### src/rtl/imem_fetch_unit.sv
// Loadable instruction memory for the IF stage: runtime program-load port plus a
// registered, stall-aware fetch port. Define IMEM_BOUNDS_CHECK_EN to fault illegal fetches.
module imem_fetch_unit #(
  parameter int unsigned     XLEN        = 32,
  parameter int unsigned     DEPTH_WORDS = 64,
  parameter logic [XLEN-1:0] NOP_WORD    = 32'h00000013
) (
  input  logic            clk,
  input  logic            rst_n,
  input  logic            load_start,
  input  logic            load_valid,
  input  logic [XLEN-1:0] load_data,
  input  logic            load_last,
  output logic            load_ready,
  output logic            load_done,
  output logic            busy,
  input  logic            fetch_req,
  input  logic [31:0]     fetch_pc,
  input  logic            stall,
  output logic [XLEN-1:0] instr,
  output logic            instr_valid,
  output logic            fetch_fault
);

  localparam int unsigned AW = $clog2(DEPTH_WORDS);

  typedef enum logic [1:0] {StIdle, StLoad, StRun} state_e;

  state_e          state_q, state_d;
  logic [AW-1:0]   ptr_q, ptr_d;
  logic            load_done_q, load_done_d;
  logic [XLEN-1:0] instr_q, instr_d;
  logic            valid_q, valid_d;
  logic            fault_q, fault_d;
  logic            mem_we;
  logic [AW-1:0]   fetch_idx;
  logic            fetch_illegal;

  logic [XLEN-1:0] mem [DEPTH_WORDS];

  assign fetch_idx = fetch_pc[AW+1:2];

`ifdef IMEM_BOUNDS_CHECK_EN
  assign fetch_illegal = (fetch_pc[1:0] != 2'b00) || (fetch_pc[31:AW+2] != '0);
`else
  // Without checking the address wraps, so the upper and byte-offset bits are don't-care.
  logic unused_pc;
  assign unused_pc     = ^{fetch_pc[31:AW+2], fetch_pc[1:0]};
  assign fetch_illegal = 1'b0;
`endif

  always_comb begin
    state_d     = state_q;
    ptr_d       = ptr_q;
    load_done_d = 1'b0;
    instr_d     = instr_q;
    valid_d     = valid_q;
    fault_d     = fault_q;
    mem_we      = 1'b0;
    load_ready  = 1'b0;
    busy        = 1'b0;
    unique case (state_q)
      StIdle: begin
        valid_d = 1'b0;
        fault_d = 1'b0;
        if (load_start) begin
          state_d = StLoad;
          ptr_d   = '0;
        end
      end
      StLoad: begin
        load_ready = 1'b1;
        busy       = 1'b1;
        valid_d    = 1'b0;
        fault_d    = 1'b0;
        if (load_valid) begin
          mem_we = 1'b1;
          ptr_d  = ptr_q + AW'(1);
          if (load_last || ptr_q == AW'(DEPTH_WORDS - 1)) begin
            state_d     = StRun;
            load_done_d = 1'b1;
          end
        end
      end
      StRun: begin
        // A reload request takes priority over any fetch issued in the same cycle.
        if (load_start) begin
          state_d = StLoad;
          ptr_d   = '0;
          valid_d = 1'b0;
          fault_d = 1'b0;
        end else if (!stall) begin
          if (fetch_req) begin
            valid_d = 1'b1;
            fault_d = fetch_illegal;
            instr_d = fetch_illegal ? NOP_WORD : mem[fetch_idx];
          end else begin
            valid_d = 1'b0;
            fault_d = 1'b0;
          end
        end
      end
      default: state_d = StIdle;
    endcase
  end

  always_ff @(posedge clk or negedge rst_n) begin
    if (!rst_n) begin
      state_q     <= StIdle;
      ptr_q       <= '0;
      load_done_q <= 1'b0;
      instr_q     <= NOP_WORD;
      valid_q     <= 1'b0;
      fault_q     <= 1'b0;
    end else begin
      state_q     <= state_d;
      ptr_q       <= ptr_d;
      load_done_q <= load_done_d;
      instr_q     <= instr_d;
      valid_q     <= valid_d;
      fault_q     <= fault_d;
    end
  end

  // Storage is deliberately not reset so it can map onto block RAM.
  always_ff @(posedge clk) begin
    if (mem_we) begin
      mem[ptr_q] <= load_data;
    end
  end

  assign load_done   = load_done_q;
  assign instr       = instr_q;
  assign instr_valid = valid_q;
  assign fetch_fault = fault_q;

endmodule

### config.mk
export PLATFORM = sky130hd
export DESIGN_NAME = imem_fetch_unit
export DESIGN_NICKNAME = d
export VERILOG_FILES = /design/src/rtl/imem_fetch_unit.sv
export SDC_FILE = /design/constraint.sdc
export NUM_CORES = 2
export LEC_CHECK = 0
export ABC_CLOCK_PERIOD_IN_PS = 3500
export BUFFER_PORTS_ARGS = -buffer_cell sky130_fd_sc_hd__clkbuf_2
export CORE_ASPECT_RATIO = 0.5
export CORE_MARGIN = 4
export CORE_UTILIZATION = 60
export DETAILED_ROUTE_END_ITERATION = 10
export GPL_ROUTABILITY_DRIVEN = 0
export PLACE_DENSITY_LB_ADDON = 0.1
export SETUP_SLACK_MARGIN = 0.5
export SKIP_CTS_REPAIR_TIMING = 1
export SYNTH_ARGS = -nofsm -noshare
export SYNTH_HDL_FRONTEND = slang
export SYNTH_SLANG_ARGS = --single-unit
### constraint.sdc
create_clock -name clk -period 3.5 [get_ports clk]
set_clock_uncertainty 0.2 [all_clocks]
set_input_delay 0.35 -clock clk [delete_from_list [all_inputs] [get_ports clk]]
set_output_delay 0.35 -clock clk [all_outputs]
set_load 0.02 [all_outputs]
=== Word level (Yosys, flattened, before mapping) ===
Memory sizes are Yosys's and may differ from the RTL's. A register that Yosys moved wholly into a read port is not among the register bits.
Cells that the tools add are included.

* Bits in registers: 11
* Bits in latches: 0
* Memory bits (writable): 2048
* ROM bits: 0
* Bits of input ports: 71
* Output and inout bits: 37
* Word-level logic and storage cells: 49
* Memories: 1

{| class="wikitable"
|+ Memories
! memory !! depth !! width !! read ports !! clocked after Yosys merged registers in !! write ports !! RTL line !! text
|-
| mem || 64 || 32 || 1 || 1 || 1 || 39 || <nowiki>logic [XLEN-1:0] mem [DEPTH_WORDS];</nowiki>
|}

* Add/subtract/negate cells: 1
* Multiply operators: 0
* Divide/modulo/power cells: 0
* Magnitude comparators: 0
* Equality and inequality tests: 7
* Shift-type cells: 0
* Multiplexer cells: 22
* Bitwise operators: 2
* Reductions and logical operators: 11

{| class="wikitable"
|+ Operators with widths
! operator !! count
|-
| $mux 1 || 13
|-
| $mux 6 || 2
|-
| $pmux 6 s2 || 1
|-
| $add 6x1->6 const B || 1
|-
| $eq 6x6->1 const B || 1
|-
| $mux 2 || 3
|-
| $reduce_and 3->1 || 2
|-
| $ne 2x2->1 const B || 2
|-
| $pmux 1 s2 || 2
|-
| $pmux 2 s2 || 1
|-
| $reduce_and 4->1 || 1
|-
| $reduce_bool 2->1 || 2
|-
| $reduce_or 2->1 || 2
|-
| $ne 3x3->1 const B || 1
|-
| $eq 2x1->1 const B || 1
|-
| $eq 2x2->1 const B || 1
|-
| $logic_not 2->1 || 1
|-
| $ne 2x1->1 const B || 1
|-
| $not 1->1 || 2
|-
| $reduce_and 2->1 || 1
|-
| $logic_not 1->1 || 1
|-
| $logic_or 1x1->1 || 1
|}

=== Longest topological paths before layout ===
* Word-level depth: 5
* Gate-level depth with buffers: 11
* Depth with buffers taken out: 6

=== Worst setup path before layout ===
Ideal clock, no wire load.

* Path kind: register -> register
* Start: reg state_q[1]
* End: mem mem[63][0], enable pin
* Library setup time: 421 ps
* Data arrival time: 2728 ps
* Setup slack: 151 ps
* Cell stages (with the launch flop): 7
* Buffers on the path: 1
* Clock period less this slack: 3349 ps
* Cell sequence: dfrtp_1 > nand2b_1 > inv_1 > and3_1 > nand3_1 > clkbuf_1 > nor2_1

* Word-level cells in the longest chain between the ends: 4

{| class="wikitable"
|+ Ends and longest elaborated chain
! element !! RTL line !! text
|-
| start, declared || 29 || <nowiki>state_e state_q, state_d;</nowiki>
|-
| start signal, assigned || 109 || <nowiki>state_q <= StIdle;</nowiki>
|-
| start signal, assigned || 116 || <nowiki>state_q <= state_d;</nowiki>
|-
| $eq 2x1->1 || 62 || <nowiki>unique case (state_q)</nowiki>
|-
| $mux 1 || 62 ||
|-
| $mux 1 || 127 || <nowiki>if (mem_we) begin</nowiki>
|-
| $mux 1 (not written as such) || 128 || <nowiki>mem[ptr_q] <= load_data;</nowiki>
|-
| end, declared || 39 ||
|}

Every way passes these cells.

==> metrics.md <==
| Metric | Value |
|---|---|
| Crit-path cells | `mux2i_1 > a22o_1 > a2111oi_0 > a31oi_1 > a21oi_1 > a211o_1` |
| CP Capture Type | `flip-flop` |
| CP endpoint | `instr[15]$_DFFE_PN0P_` |
| Buffers added on ports | `80` |
| Buf+Inv Stages, Crit Path | `0` |
| Vias per std cell | `6.629` |
| Commonest cells post-synth | `edfxtp_1 (2048), mux2i_1 (447), mux4_2 (319)` |
| Worst slew margin | `under 10%` |
| Tcrit/Tclk final | `a little over 80%` |
| WL/cell | `between 30 and 40 microns` |
| CP top delay family | `compound AO/OA/AOI/OAI gates` |
| Worst Hold Class | `primary input to flip-flop` |
| Post-synth EDFFs | `roughly 2000` |
| Avg Inst Size Synth | `21.21 sq um` |
| Mapped Cells | `around 3800` |
| DR iter-0 viols | `around 5200` |
| Yosys top cell area share | `about three quarters` |
| Area of the multi-input gates | `roughly 17000 sq um` |
| Flop pwr share | `54.6%` |
| Crit. Startpoint | `mem[55][15]$_DFFE_PP_` |
| Synth cell types | `44` |
| TritonCTS buffer count | `around 170` |
| Die Area | `roughly 140000 sq um` |
| Die Y-Extent | `between 200 and 300 microns` |
| Worst-path fanout max | `1` |
| Antenna-violating nets left | `0` |
| Die Wd | `roughly 520 microns` |
| Simple-gate share of the synthesized area | `around 1.1%` |
| Netlist Area Pre-Place | `~80000 sq um` |
| Pint | `40.33 mW` |
| Reg clk slew, reported paths | `about 0.070 ns` |
| ANT cells | `0` |
| Clock share of power | `between 30% and 40%` |
| Hold_sp | `load_data[19]` |
| Fin crit period | `2.868 ns` |
| Cell taking the most area after synthesis | `edfxtp_1` |
| Placed instance count | `between 5000 and 6000` |
| Initial Util | `60.65%` |
| FF-to-FF Start | `mem[55][15]$_DFFE_PP_` |
| Std-Cell Core Area | `132100 sq um` |
| Final hold vios | `0` |
| Setup TNS | `0 ns` |
| Dominant synthesized flop cell | `edfxtp_1` |
| FF-to-FF End | `instr[15]$_DFFE_PN0P_` |
| Asr flop ratio synth | `between 2 and 2.5%` |
| Max-Cap Viols | `0` |
| Largest family of logic cells by synthesized area | `multiplexers` |
| Area Growth Syn to Fin | `14.23%` |
| Maximum clock insertion buffer count | `3` |
| R2R depth | `6` |
| DR vias | `around 40000` |
| Layout cells sized above 1 | `24.24%` |
| Root buffer cell | `clkbuf_16` |
| Area contributors post-synth | `edfxtp_1 (77%), mux4_2 (9.0%), mux2i_1 (5.6%), a22oi_1 (1.5%), dfrtp_1 (1.2%)` |
| Unrepaired setup endpoints after global routing | `no` |
| Worst setup SP type | `flip-flop` |
| I/O pin total | `roughly 110` |
| CP max stage delay | `between 0.9 and 1 ns` |
| Endpoints failing setup | `0` |
| Final wirelength | `198000 microns` |
| Synth Area in Adders | `less than 1%` |
| Largest net degree at the start of global routing | `65` |
| Site row count | `94` |
| Sequential fraction of the synthesis area | `78.09%` |
| Post-Layout Cell Count | `6012` |
| Sw frac | `between 20% and 30%` |
| Antenna violations before repair | `8` |
| Fin. max-slew vios | `0` |
| First-pass GRT wire length | `roughly 280000 microns` |
| Gate power share | `under 10%` |
| All-Layer GR Usage | `28.68%` |
| DRC violations left | `0` |
| NetSw | `between 10 and 15 mW` |
| Layout Nets | `~4200` |
| Syn nets | `just under 4000` |
| Mux contribution to synthesized area | `around 15%` |
| CP Depth | `6` |
| DP Wirelength | `roughly 110000 microns` |
| Ys Warns | `0` |
| Sequential cell area | `62550 sq um` |
| Worst skew pair latency | `between 0.7 and 0.8 ns` |
| Vias in the first global route | `39942` |
| Worst-Margin Slew | `1.352 ns` |
| H-tree levels | `4` |
| Critical Path RT | `4.02 ns` |
| Status | `finished, final reports clean` |
| R2r setup slk | `between 0.6 and 0.7 ns` |
| Crit-path slowest cell | `a2111oi_0` |
| Fillers | `just under 8000` |
| WP data arrival | `~3.4 ns` |
| Compound-Gate Fraction of Synth Area | `~4.3%` |
| 1st-pass router iterations | `5` |
| Post-synthesis xor/xnor area fraction | `0.02187%` |
| Power Density | `around 560 nW/um^2` |
| VDD IR-drop max | `a little over 0.5 mV` |
| Setup CP Type | `flip-flop to flip-flop` |
| Fmax | `between 300 and 400 MHz` |
| CTS tree | `built` |
| Leak | `29.84 nW` |
| Yosys reg bits | `between 2000 and 2500` |
| Clk sinks | `around 2100` |
| Gr ovfl total | `0` |
| Cell with the most instances after synthesis | `edfxtp_1` |
==> routing by layer <==
metal  GRT usage, %  vias up  routed length [microns]
li1               -    16522                        -
met5              0        -                        0
met1          41.52    21108                    79000
met3          6.303      320                    19700
met4          9.791        0                     6629
met2          44.28     1905                    92670
==> worst min path at each step <==
stage	end	cells past startpoint	slack (ns)
after floorplan	instr[10]$_DFFE_PN0P_	0	-0.15
after global placement	instr[10]$_DFFE_PN0P_	1	0.32
after CTS	instr_valid$_DFFE_PN0P_	1	-0.45
final	mem[38][19]$_DFFE_PP_	2	0.01
after detailed placement	instr[7]$_DFFE_PN0P_	1	0.32
after global routing	mem[54][21]$_DFFE_PP_	1	0.02
==> cell families (layout without fill, tap and decap cells) <==
family | after synthesis | after routing
adders and majority gates | 1 | 1
buffers and inverters | 231 | 691
and+or+nand+nor | 185 | 185
other | 1 | 1
DFF | 2090 | 2090
AOI/OAI and AO/OA | 464 | 464
muxes | 802 | 802
xor gates and xnor gates | 2 | 2
==> cell type report <==
| type | count | share of cell area [%] |
|---|---|---|
| clock buffer | 213 | 5.092 |
| clock inverter | 106 | 1.273 |
| inverter | 1 | 0.004102 |
| multi-input combinational | 1455 | 18.56 |
| sequential | 2090 | 68.36 |
| tap | 1776 | 2.428 |
| timing repair buffer | 371 | 4.285 |
==> flip-flops by register name, summed over array words and instances, names as in the netlist <==
| signal | cells |
|---|---|
| mem | 2048 |
| instr | 32 |
| state_q | 2 |
| load_done | 1 |
| instr_valid | 1 |
| ptr_q | 6 |
==> layout by cell type, fill, tap and decap left out, types with 37 or more instances in the layout <==
cell	Yosys	final
a211oi_1	67	67
a22oi_1	157	157
buf_12	0	103
buf_4	4	181
clkbuf_16	0	181
clkbuf_2	0	77
clkinv_1	0	37
dfrtp_1	39	39
edfxtp_1	2048	2048
mux2i_1	447	447
mux4_2	319	319
nor2_4	0	66
nor2b_1	42	39
==> power groups by stage <==
stage               clock network (mW)  registers, mW  logic (mW)
finish                            20.0           28.0        3.34
detailed placement                   0           28.6        3.32
global placement                     0           28.6        3.26
CTS                               20.2           28.0        3.34
floorplan                            0           28.6        1.57
global route                      21.3           28.0        3.52
==> per-stage QoR <==
stage / instance area [sq um] / total power, mW / util, % / setup slack [ns] / hold WS (ns)
after floorplan: 80190 / 30.16 / - / 0.1510 / -0.1456
after detailed placement: 85610 / 31.88 / 64.82 / 0.009717 / 0.3156
after global routing: 91510 / 52.85 / 69.28 / 0.5540 / 0.01551
after CTS: 91440 / 51.59 / 69.23 / 0.6463 / -0.4499
final: 91510 / 51.36 / 69.28 / 0.6316 / 0.01293
after global placement: 85610 / 31.81 / 64.82 / 0.02246 / 0.3189
No activity file was read; power rests on OpenSTA's default activity.
